$ cat config.mk
export PLATFORM = sky130hd
export DESIGN_NAME = div_axis_core
export DESIGN_NICKNAME = d
export VERILOG_FILES = /design/src/rtl/div_pkg.sv /design/src/rtl/div_axis_core_step.sv /design/src/rtl/div_axis_core.sv
export SDC_FILE = /design/constraint.sdc
export NUM_CORES = 1
export LEC_CHECK = 0
export CAP_MARGIN = 20
export CORE_AREA = 2 2 211 213
export CTS_CLUSTER_SIZE = 14
export DETAILED_ROUTE_END_ITERATION = 10
export DIE_AREA = 0 0 213 215
export SETUP_SLACK_MARGIN = 0.02
export SLEW_MARGIN = 20
export SYNTH_ARGS = -nofsm -noshare
export SYNTH_HDL_FRONTEND = slang
export SYNTH_SLANG_ARGS = --single-unit
$ cat constraint.sdc
create_clock -name clk -period 8.25 [get_ports clk]
set_clock_uncertainty 0.15 [all_clocks]
set_input_delay 0.825 -clock clk [delete_from_list [all_inputs] [get_ports clk]]
set_output_delay 0.825 -clock clk [all_outputs]
set_load 0.02 [all_outputs]
$ cat src/rtl/div_pkg.sv
// Shared types and constants for the iterative restoring divider.
// Optional build macro used by the core: DIV_EARLY_OUT_EN.
package div_pkg;

  typedef enum logic [1:0] {
    IDLE,
    CALC,
    FIX
  } state_e;

  localparam int DIV_W = 32;

  // Field offsets in the packed result {quotient, remainder}
  localparam int Q_LSB = DIV_W;
  localparam int R_LSB = 0;

  localparam logic [DIV_W-1:0] DIV0_Q = '1;

endpackage

$ cat src/rtl/div_axis_core_step.sv
// One radix-2 restoring iteration: shift in a dividend bit, trial-subtract the divisor magnitude.
module div_restore_step #(
  parameter int WIDTH = 32
) (
  input  logic [WIDTH-1:0] rem_i,
  input  logic             bit_i,
  input  logic [WIDTH-1:0] dvsr_i,
  output logic [WIDTH-1:0] rem_o,
  output logic             q_bit_o
);

  logic [WIDTH:0]   shifted;
  logic [WIDTH-1:0] diffLo;

  assign shifted = {rem_i, bit_i};
  // Only the low bits of the difference are kept: when the trial succeeds the result fits in WIDTH bits
  assign diffLo  = shifted[WIDTH-1:0] - dvsr_i;
  assign q_bit_o = (shifted >= {1'b0, dvsr_i});
  assign rem_o   = q_bit_o ? diffLo : shifted[WIDTH-1:0];

endmodule

$ cat src/rtl/div_axis_core.sv
// AXI-Stream iterative restoring divider (IDLE -> CALC -> FIX), result = {quotient, remainder}.
// Build macro DIV_EARLY_OUT_EN skips CALC for divide-by-zero or |dividend| < |divisor|.
module div_axis_core
  import div_pkg::*;
#(
  parameter int WIDTH  = DIV_W,
  parameter bit SIGNED = 1'b1
) (
  input  logic               clk,
  input  logic               rst,
  input  logic               s_axis_dividend_tvalid,
  output logic               s_axis_dividend_tready,
  input  logic [WIDTH-1:0]   s_axis_dividend_tdata,
  input  logic               s_axis_divisor_tvalid,
  output logic               s_axis_divisor_tready,
  input  logic [WIDTH-1:0]   s_axis_divisor_tdata,
  output logic               m_axis_dout_tvalid,
  output logic [2*WIDTH-1:0] m_axis_dout_tdata
);

  localparam int CNT_W = $clog2(WIDTH);
  localparam int QOFF  = (WIDTH == DIV_W) ? Q_LSB : (R_LSB + WIDTH);
  localparam logic [CNT_W-1:0] CNT_TOP = CNT_W'(WIDTH - 1);

  function automatic logic [WIDTH-1:0] magOf(input logic [WIDTH-1:0] v);
    return (SIGNED && v[WIDTH-1]) ? -v : v;
  endfunction

  state_e             state_q, state_d;
  logic [CNT_W-1:0]   cnt_q, cnt_d;
  logic               haveDvd_q, haveDvd_d, haveDvs_q, haveDvs_d;
  logic               dvdRdy_q, dvdRdy_d, dvsRdy_q, dvsRdy_d;
  logic [WIDTH-1:0]   dvdRaw_q, dvdRaw_d, dvsRaw_q, dvsRaw_d;
  logic [WIDTH-1:0]   dvsMag_q, dvsMag_d;
  logic [WIDTH-1:0]   rem_q, rem_d, quo_q, quo_d;
  logic               negQ_q, negQ_d, negR_q, negR_d, div0_q, div0_d;
  logic               outValid_q, outValid_d;
  logic [2*WIDTH-1:0] outData_q, outData_d;

  logic [WIDTH-1:0]   stepRem, qFix, rFix;
  logic               stepQ, dvdFire, dvsFire;

  div_restore_step #(.WIDTH(WIDTH)) u_step (
    .rem_i   (rem_q),
    .bit_i   (quo_q[WIDTH-1]),
    .dvsr_i  (dvsMag_q),
    .rem_o   (stepRem),
    .q_bit_o (stepQ)
  );

  assign dvdFire = s_axis_dividend_tvalid && dvdRdy_q;
  assign dvsFire = s_axis_divisor_tvalid && dvsRdy_q;
  assign qFix    = negQ_q ? -quo_q : quo_q;
  assign rFix    = negR_q ? -rem_q : rem_q;

  always_comb begin
    state_d    = state_q;
    cnt_d      = cnt_q;
    haveDvd_d  = haveDvd_q;
    haveDvs_d  = haveDvs_q;
    dvdRaw_d   = dvdRaw_q;
    dvsRaw_d   = dvsRaw_q;
    dvsMag_d   = dvsMag_q;
    rem_d      = rem_q;
    quo_d      = quo_q;
    negQ_d     = negQ_q;
    negR_d     = negR_q;
    div0_d     = div0_q;
    outValid_d = 1'b0;
    outData_d  = outData_q;

    case (state_q)
      IDLE: begin
        if (dvdFire) begin
          haveDvd_d = 1'b1;
          dvdRaw_d  = s_axis_dividend_tdata;
        end
        if (dvsFire) begin
          haveDvs_d = 1'b1;
          dvsRaw_d  = s_axis_divisor_tdata;
        end
        // Second operand captured on this edge: load magnitudes and remember the signs
        if (haveDvd_d && haveDvs_d) begin
          state_d   = CALC;
          cnt_d     = CNT_TOP;
          rem_d     = '0;
          quo_d     = magOf(dvdRaw_d);
          dvsMag_d  = magOf(dvsRaw_d);
          negQ_d    = SIGNED && (dvdRaw_d[WIDTH-1] ^ dvsRaw_d[WIDTH-1]);
          negR_d    = SIGNED && dvdRaw_d[WIDTH-1];
          div0_d    = (dvsRaw_d == '0);
          haveDvd_d = 1'b0;
          haveDvs_d = 1'b0;
        end
      end
      CALC: begin
`ifdef DIV_EARLY_OUT_EN
        if ((cnt_q == CNT_TOP) && (div0_q || (quo_q < dvsMag_q))) begin
          state_d = FIX;
          rem_d   = quo_q;
          quo_d   = '0;
        end else begin
          rem_d = stepRem;
          quo_d = {quo_q[WIDTH-2:0], stepQ};
          cnt_d = cnt_q - 1'b1;
          if (cnt_q == '0) state_d = FIX;
        end
`else
        rem_d = stepRem;
        quo_d = {quo_q[WIDTH-2:0], stepQ};
        cnt_d = cnt_q - 1'b1;
        if (cnt_q == '0) state_d = FIX;
`endif
      end
      FIX: begin
        state_d    = IDLE;
        outValid_d = 1'b1;
        outData_d  = '0;
        // Divide by zero reports the raw dividend and an unnegated all-ones quotient
        if (div0_q) begin
          outData_d[QOFF +: WIDTH]  = {WIDTH{DIV0_Q[0]}};
          outData_d[R_LSB +: WIDTH] = dvdRaw_q;
        end else begin
          outData_d[QOFF +: WIDTH]  = qFix;
          outData_d[R_LSB +: WIDTH] = rFix;
        end
      end
      default: state_d = IDLE;
    endcase

    dvdRdy_d = (state_d == IDLE) && !haveDvd_d;
    dvsRdy_d = (state_d == IDLE) && !haveDvs_d;
  end

  always_ff @(posedge clk or posedge rst) begin
    if (rst) begin
      state_q    <= IDLE;
      cnt_q      <= '0;
      haveDvd_q  <= 1'b0;
      haveDvs_q  <= 1'b0;
      dvdRdy_q   <= 1'b0;
      dvsRdy_q   <= 1'b0;
      dvdRaw_q   <= '0;
      dvsRaw_q   <= '0;
      dvsMag_q   <= '0;
      rem_q      <= '0;
      quo_q      <= '0;
      negQ_q     <= 1'b0;
      negR_q     <= 1'b0;
      div0_q     <= 1'b0;
      outValid_q <= 1'b0;
      outData_q  <= '0;
    end else begin
      state_q    <= state_d;
      cnt_q      <= cnt_d;
      haveDvd_q  <= haveDvd_d;
      haveDvs_q  <= haveDvs_d;
      dvdRdy_q   <= dvdRdy_d;
      dvsRdy_q   <= dvsRdy_d;
      dvdRaw_q   <= dvdRaw_d;
      dvsRaw_q   <= dvsRaw_d;
      dvsMag_q   <= dvsMag_d;
      rem_q      <= rem_d;
      quo_q      <= quo_d;
      negQ_q     <= negQ_d;
      negR_q     <= negR_d;
      div0_q     <= div0_d;
      outValid_q <= outValid_d;
      outData_q  <= outData_d;
    end
  end

  assign s_axis_dividend_tready = dvdRdy_q;
  assign s_axis_divisor_tready  = dvsRdy_q;
  assign m_axis_dout_tvalid     = outValid_q;
  assign m_axis_dout_tdata      = outData_q;

endmodule

# ---- Word-level counts from Yosys, hierarchy flattened
# Index checks and enable logic that the tools add are counted.
dict set report word_totals {
  reg_bits 239
  inputBits 68
  elab_cells 69
  out_inout_bits 67
}
dict set report op_classes {
  addsub 6
  bitwise 1
  muxes 28
  eq_ne 3
  magnitude_cmp 1
  n_reduce_logical 14
}
# operator n
set op_table {}
lappend op_table {{$mux 32} 11}
lappend op_table {{$neg 32->32} 4}
lappend op_table {{$pmux 32 s2} 2}
lappend op_table {{$mux 64} 1}
lappend op_table {{$ge 33x32->1} 1}
lappend op_table {{$logic_not 32->1} 1}
lappend op_table {{$sub 32x32->32} 1}
lappend op_table {{$pmux 5 s2} 1}
lappend op_table {{$mux 1} 9}
lappend op_table {{$logic_and 1x1->1} 5}
lappend op_table {{$logic_not 5->1} 1}
lappend op_table {{$mux 5} 1}
lappend op_table {{$sub 5x1->5 const B} 1}
lappend op_table {{$logic_not 2->1} 2}
lappend op_table {{$mux 2} 2}
lappend op_table {{$pmux 2 s2} 1}
lappend op_table {{$reduce_and 2->1} 2}
lappend op_table {{$eq 2x1->1 const B} 1}
lappend op_table {{$eq 2x2->1 const B} 1}
lappend op_table {{$logic_not 1->1} 2}
lappend op_table {{$ne 2x2->1 const B} 1}
lappend op_table {{$reduce_bool 2->1} 1}
lappend op_table {{$xor 1x1->1} 1}

# ---- Logic depth before layout (Yosys ltp)
# Gate-level depths: netlist of run 1.
dict set report logic_depth {
  depth_word 8
  depth_mapped 16
  depth_no_buf 12
}

# ---- Hierarchy
# From an unflattened synthesis of run 1, not the netlist that was laid out.
dict set report hier_totals {
  hier_cells 1700
  area_unflattened_um2 15660.0
}
# module cells_per_inst seq_area_each_um2 area_per_inst_um2 instances
set modules_own_cells {}
lappend modules_own_cells {div_axis_core 1377 5980.7 13329.0 1}
lappend modules_own_cells {div_restore_step 323 0.0 2331.0 1}

# ---- Worst setup path before layout of run 1
# No wires, ideal clock.
dict set report synth_timing {
  path_kind {input-to-reg}
  from {input s_axis_divisor_tvalid}
  to {register dvsMag_q[28]}
  path_stages 16
  arrival_ps 3937
  setup_time_ps 121
  path_buffers 6
  required_ps 7979
  slack_ps 4042
  cell_sequence {and2_0 -> clkbuf_1 -> buf_2 -> buf_4 -> buf_2 -> buf_2 -> mux2i_1 -> ha_1 -> o21ai_0 -> o21bai_1 -> nand4b_1 -> or3_1 -> buf_2 -> o41ai_2 -> xnor2_1 -> o21ai_1}
}
dict set report synth_between {
  elab_chain_cells 5
  word_cells_on_any_way 9
  classes_between {add/sub (1); mux (5); reduce/logical (3)}
}
# element line_no
set synth_lines {}
lappend synth_lines {{from (decl)} div_axis_core.sv:14} ;# input logic s_axis_divisor_tvalid,
lappend synth_lines {{$logic_and 1x1->1 *} div_axis_core.sv:52} ;# assign dvsFire = s_axis_divisor_tvalid && dvsRdy_q;
lappend synth_lines {{$mux 32 or $mux 1 (tied branches)} div_axis_core.sv:78} ;# if (dvsFire) begin
lappend synth_lines {{$mux 32 or $mux 1 (tied branches)} div_axis_core.sv:72} ;# case (state_q)
lappend synth_lines {{$neg 32->32 or $logic_and 1x1->1 (tied branches)} {div_axis_core.sv:26, div_axis_core.sv:83}}
lappend synth_lines {{$mux 32 or $reduce_and 2->1 (tied branches)} n/a}
lappend synth_lines {{to (signal assigned)} div_axis_core.sv:162} ;# dvsMag_q <= dvsMag_d;
lappend synth_lines {{to (decl)} div_axis_core.sv:34} ;# logic [WIDTH-1:0] dvsMag_q, dvsMag_d;
# Mark *: on every way between the ends. The rest lies on a longest branch, timed or not. The select of a mux whose other input is x is not followed.
# A chain may end at the register's enable or synchronous reset.

# ---- Final worst setup path of run 1
dict set report layout_timing {
  from {input s_axis_dividend_tvalid}
  to {register quo_q[27]}
}
dict set report layout_between {
  elab_chain_cells 7
  word_cells_on_any_way 12
  classes_between {add/sub (1); eq/ne (1); mux (7); reduce/logical (3)}
}
# element line_no
set layout_lines {}
lappend layout_lines {{from (decl)} div_axis_core.sv:11} ;# input logic s_axis_dividend_tvalid,
lappend layout_lines {{$logic_and 1x1->1 *} div_axis_core.sv:51} ;# assign dvdFire = s_axis_dividend_tvalid && dvdRdy_q;
lappend layout_lines {{$mux 32} div_axis_core.sv:74} ;# if (dvdFire) begin
lappend layout_lines {{$mux 32} div_axis_core.sv:72}
lappend layout_lines {{$neg 32->32} div_axis_core.sv:26} ;# return (SIGNED && v[WIDTH-1]) ? -v : v;
lappend layout_lines {{$mux 32} div_axis_core.sv:26}
lappend layout_lines {{$mux 32} div_axis_core.sv:83} ;# if (haveDvd_d && haveDvs_d) begin
lappend layout_lines {{$pmux 32 s2} div_axis_core.sv:72}
lappend layout_lines {{to (signal assigned)} div_axis_core.sv:164} ;# quo_q <= quo_d;
lappend layout_lines {{to (decl)} div_axis_core.sv:35} ;# logic [WIDTH-1:0] rem_q, rem_d, quo_q, quo_d;
# Marked as above.

==> results of run 1 <==
[logic make-up after synthesis]
kind of cell,Yosys count,synth area share (%)
fa+ha+maj,38,3.21
xor+xnor,139,8.09
compound gates,496,20.5
buf+inv,161,4.31
simple gates,528,16.4
mux,110,7.71
flops,239,39.7
[metrics by stage]
stage	setup slack, ps	utilization, %
floorplan	715	-
finish	3770	40.9
global route	3550	40.9
detailed placement	3290	38.7
global placement	3480	38.7
CTS	3890	40.9
[layout make-up]
class | instances | area share [%]
clock buffer | 42 | 4.74
tap | 592 | 4.15
clock inverter | 8 | 0.743
sequential | 239 | 33.5
multi-input combinational | 1311 | 47.4
inverter | 57 | 1.24
timing repair buffer | 150 | 8.26
[metal layers]
metal  track usage [%]  wire, um
met2              29.5     19600
met3              2.51      2120
met1              27.5     20800
met5                 0         0
met4              5.34      1140
[state kept, by name, indices dropped and copies added (netlist names), 2 cells and up]
signal / cells
m_axis_dout_tdata: 64
dvdRaw_q: 32
dvsMag_q: 32
dvsRaw_q: 32
quo_q: 32
rem_q: 32
cnt_q: 5
state_q: 2
[where the power goes]
group          switching (W)  leakage [nW]  internal (W)
combinational        0.00261          3.74       0.00187
sequential          0.000601          3.07       0.00168
clock               0.000517         0.476      0.000800
total                0.00373          7.28       0.00435
[critical path: stages]
cell,delay (ps)
clkdlybuf4s50_1,1000
and2_2,470
buf_4,480
o221ai_1,290
a2111oi_2,610
nand4_1,370
nor3_1,270
mux2_2,350
o21ai_0,140
[layout by cell type (no fill, tap or decap), types with 16 or more instances in the layout]
master / instances
or3_1: 16
clkbuf_16: 30
xor2_1: 80
inv_1: 56
nand2_1: 204
a21oi_1: 122
ha_1: 37
clkdlybuf4s50_1: 134
mux2_2: 48
nor3_1: 33
a22oi_1: 27
a211oi_1: 21
nor2_1: 123
o31ai_1: 24
mux2i_1: 60
nand3_1: 51
dfrtp_1: 238
o21ai_0: 171
xnor2_1: 59
[worst min path at each step]
stage | from | end | slack (ps) | cells after the start
detailed placement | dvsRaw_q[30]$_DFFE_PP0P_ | dvsRaw_q[30]$_DFFE_PP0P_ | 320 | 2
finish | m_axis_dout_tdata[21]$_DFFE_PP0P_ | m_axis_dout_tdata[21]$_DFFE_PP0P_ | 330 | 2
floorplan | dvsMag_q[31]$_DFFE_PP0P_ | dvsMag_q[31]$_DFFE_PP0P_ | 290 | 2
global placement | dvsMag_q[3]$_DFFE_PP0P_ | dvsMag_q[3]$_DFFE_PP0P_ | 310 | 2
global route | m_axis_dout_tdata[24]$_DFFE_PP0P_ | m_axis_dout_tdata[24]$_DFFE_PP0P_ | 350 | 2
CTS | dvsRaw_q[30]$_DFFE_PP0P_ | dvsRaw_q[30]$_DFFE_PP0P_ | 330 | 2
==> impl_metrics.ini, run 1 <==
[pwr]
total_leakage_power_nw = 7.28
power.density_nw_per_um2 = 453
ir_worst_vdd_v = 0.000231
p_total_w = 0.00808

[yosys]
synth_fp_nets = 1817
synthArstFlopShare_pct = 100
synth_top_area_share_pct = 39.7
yosysMostFrequentCell = dfrtp_1
synth_cell_types = 77
synth_area_leader_cell = dfrtp_1
synth-main-ff-cell = dfrtp_1
yosysWarnings = 0
synth.avg_cell_area_sq_um = 8.80
synthesis.area_sq_um = 15100
netlist_instances = 1711
synthTopCellsByCount = 239 x dfrtp_1, 204 x nand2_1, 171 x o21ai_0, 124 x nor2_1, 122 x a21oi_1
ys_ff_latch = 239
synth-edff-count = 0
synth-seq-area-share_pct = 39.7
yosys-top-cells-area = dfrtp_1 40%, o21ai_0 5.7%, nand2_1 5.1%

[setup_path]
reg2reg_from = s_axis_dividend_tready$_DFF_PP0_
r2r_cells = 8
r2r-end = quo_q[27]$_DFFE_PP0P_
critPathKind = input pin to flip-flop
reg2reg_slack_ps = 4200
worstSetupStartpointType = input pin
arrival_ps = 4820
required_ps = 8600
startpoint = s_axis_dividend_tvalid
endpoint_kind = flip-flop
cp_max_fo = 34
crit_path_end = quo_q[27]$_DFFE_PP0P_

[finish]
final_net_count = 1895
multi_input_area_sq_um = 8450
final_cells = 2399
n_antenna_cell = 0
fillers = 4424
area_growth_pct = 18.6
drive_above_1_share_pct = 7.75
ff_latch_area_sq_um = 5980
finalInstanceArea_sq_um = 17800

[job]
max_cap_violations = 0

[global_routing]
grt-ovfl-total = 0
grt_pass1_vias = 12500
grt_pass1_wl_mm = 69.7
antenna_found_initial = 0
grt_max_degree = 126
track_usage_pct = 19.0

[cts]
cts_max_level = 1
cts-resized-gates = 0
cts_buffer_depth = 3
cts_hold_buf = 0
postCtsSetupBuffers = 0
clock_latency_ps = 580
path_clk_slew_ps = 60
cts_buffers = 30
root_buffer = clkbuf_16
cts.sinks = 239
cts_tree = done

[sta]
hold_violations = 0
period_share_pct = 54.2
max_clock_freq_mhz = 223
final_max_slew_viol_count = 0
min_period_ps = 4480
finalSetupViolCount = 0
hold_ws_ps = 330
worst_pin_slew_ps = 1060
slew_headroom_pct = 29.6
rsz0062_at_grt = no
tns_ps = 0

[detailed_routing]
drt_pass1_iterations = 8
vias_per_cell = 5.32
ant_nets = 0
drt_iter0_markers = 978
drc = 0
vias = 12800
wl_per_cell_um = 18.2
wirelength_mm = 43.7

[floorplanning]
core-area_sq_um = 43600
die_h_um = 215
die_w_um = 213
ios = 135
placementRows = 77
initial_core_util_pct = 34.5
dieArea_sq_um = 45800

[place]
gp_congestion = 0.964
hpwl_mm = 32.7
placed_area_sq_um = 16900
dp_cells = 2349
port_buffers = 134

[status]
status = finished, final reports clean

[worst_hold_path]
hp-class = flip-flop to flip-flop
(Power assumes the default switching activity.)
==> inputs of run 2 (changes only) <==
==> constraint.sdc (replaced) <==
create_clock -name clk -period 4.7 [get_ports clk]
set_clock_uncertainty 0.15 [all_clocks]
set_input_delay 0.47 -clock clk [delete_from_list [all_inputs] [get_ports clk]]
set_output_delay 0.47 -clock clk [all_outputs]
set_load 0.02 [all_outputs]
==> run 2 against run 1 <==
  * Combinational power increased by 77%
  * Worst hold slack got worse by 94 ps
  * Highest routed layer unchanged
  * Sequential share of layout area decreased by 0.10 points
  * Total power increased by 75%
  * Sequential power increased by 75%
  * Critical endpoint is now rem_q[19]$_DFFE_PP0P_
==> impl_metrics.ini, run 2 (synthesis gave the netlist of run 1 again) <==
[status]
status = finished, final reports clean

[global_routing]
grt_max_degree = 112
grt-ovfl-total = 0
antenna_found_initial = 0
grt_pass1_vias = 12600
track_usage_pct = 19.1
grt_pass1_wl_mm = 70.3

[cts]
cts_hold_buf = 0
postCtsSetupBuffers = 0
clock_latency_ps = 590
cts_buffer_depth = 3
cts-resized-gates = 0
cts.sinks = 239
cts_buffers = 29
path_clk_slew_ps = 60
cts_max_level = 1
cts_tree = done
root_buffer = clkbuf_16

[place]
hpwl_mm = 32.9
dp_cells = 2362
port_buffers = 134
gp_congestion = 0.881

[finish]
drive_above_1_share_pct = 8.39
fillers = 4354
final_common_cell = dfrtp_1
final_cell_mix = 238 x dfrtp_1, 204 x nand2_1, 171 x o21ai_0
fin_util_pct = 41.0
n_antenna_cell = 0
area_growth_pct = 18.9
final_net_count = 1907
final_cells = 2415
largest_register_ffs = 64

[detailed_routing]
vias = 12900
drt_iter0_markers = 969
wl_per_cell_um = 18.3
wirelength_mm = 44.1
ant_nets = 0
vias_per_cell = 5.35
drt_pass1_iterations = 6
drc = 0

[setup_path]
crit_slowest_cell = a41oi_1
cpPeakStageDelay_ps = 540
crit_family = compound AO/OA/AOI/OAI gates
cp_max_fo = 47
worstSetupStartpointType = flip-flop
endpoint_kind = flip-flop
critPathKind = flip-flop to flip-flop
critPathBufInv = 1
required_ps = 4950
arrival_ps = 3900
crit_chain = ha_1 > a21o_1 > a211o_1 > o211ai_1 > nand3_1 > a41oi_1 > o21a_1 > buf_4 > or3b_1 > o21ai_0

[floorplanning]
placementRows = 77
core-area_sq_um = 43600
dieArea_sq_um = 45800
initial_core_util_pct = 34.5
ios = 135
die_w_um = 213
die_h_um = 215

[pwr]
ir_worst_vdd_v = 0.000361
total_leakage_power_nw = 7.33
power.density_nw_per_um2 = 789

[job]
max_cap_violations = 0

[worst_hold_path]
hp-class = input pin to asynchronous set/reset pin

[sta]
tns_ps = 0
period_share_pct = 77.7
slew_headroom_pct = 31.1
rsz0062_at_grt = no
worst_pin_slew_ps = 1030
hold_violations = 0
final_max_slew_viol_count = 0
min_period_ps = 3650
finalSetupViolCount = 0
max_clock_freq_mhz = 274
[run 2: final cells by class]
type | count | area (sq um) | share of cell area (%)
repair buffers | 163 | 1600 | 8.92
multi-input cells | 1311 | 8440 | 47.2
inverters | 57 | 218 | 1.22
flip-flops and latches | 239 | 5980 | 33.4
clock inverters | 11 | 97.6 | 0.545
clock buffers | 42 | 825 | 4.61
well taps | 592 | 741 | 4.14
[run 2: worst paths after layout]
path | end | start | slack (ps) | cells past startpoint
worst min register to register | dvsMag_q[17]$_DFFE_PP0P_ | dvsMag_q[17]$_DFFE_PP0P_ | 330 | 2
max in group asynchronous | div0_q$_DFFE_PP0P_ | rst | 3050 | 3
min in group clk | dvsMag_q[17]$_DFFE_PP0P_ | dvsMag_q[17]$_DFFE_PP0P_ | 330 | 2
worst min-delay path | m_axis_dout_tdata[50]$_DFFE_PP0P_ | rst | 240 | 2
worst max-delay path | rem_q[19]$_DFFE_PP0P_ | rem_q[3]$_DFFE_PP0P_ | 1050 | 10
worst max register to register | rem_q[19]$_DFFE_PP0P_ | rem_q[3]$_DFFE_PP0P_ | 1050 | 10
[run 2: routing by layer]
| metal | track usage (%) | wire length [um] | vias to the layer above |
|---|---|---|---|
| met5 | 0 | 0 | - |
| met2 | 29.5 | 19700 | 309 |
| met4 | 5.08 | 1080 | 0 |
| met1 | 28.0 | 21100 | 6225 |
| met3 | 2.76 | 2250 | 64 |
| li1 | - | - | 6333 |
[run 2: metrics by stage]
step	area, sq um	worst slack (ps)	hold WS [ps]	power (W)
after floorplan	15100	762	293	0.00949
after global placement	17000	784	313	0.0118
after detailed placement	17000	696	322	0.0119
after CTS	17900	1100	244	0.0142
after global routing	17900	800	321	0.0153
final	17900	1050	236	0.0141
[run 2: power breakdown]
group	switching [W]	internal, W
Clock	0.000920	0.00127
Combinational	0.00462	0.00333
Sequential	0.00105	0.00294
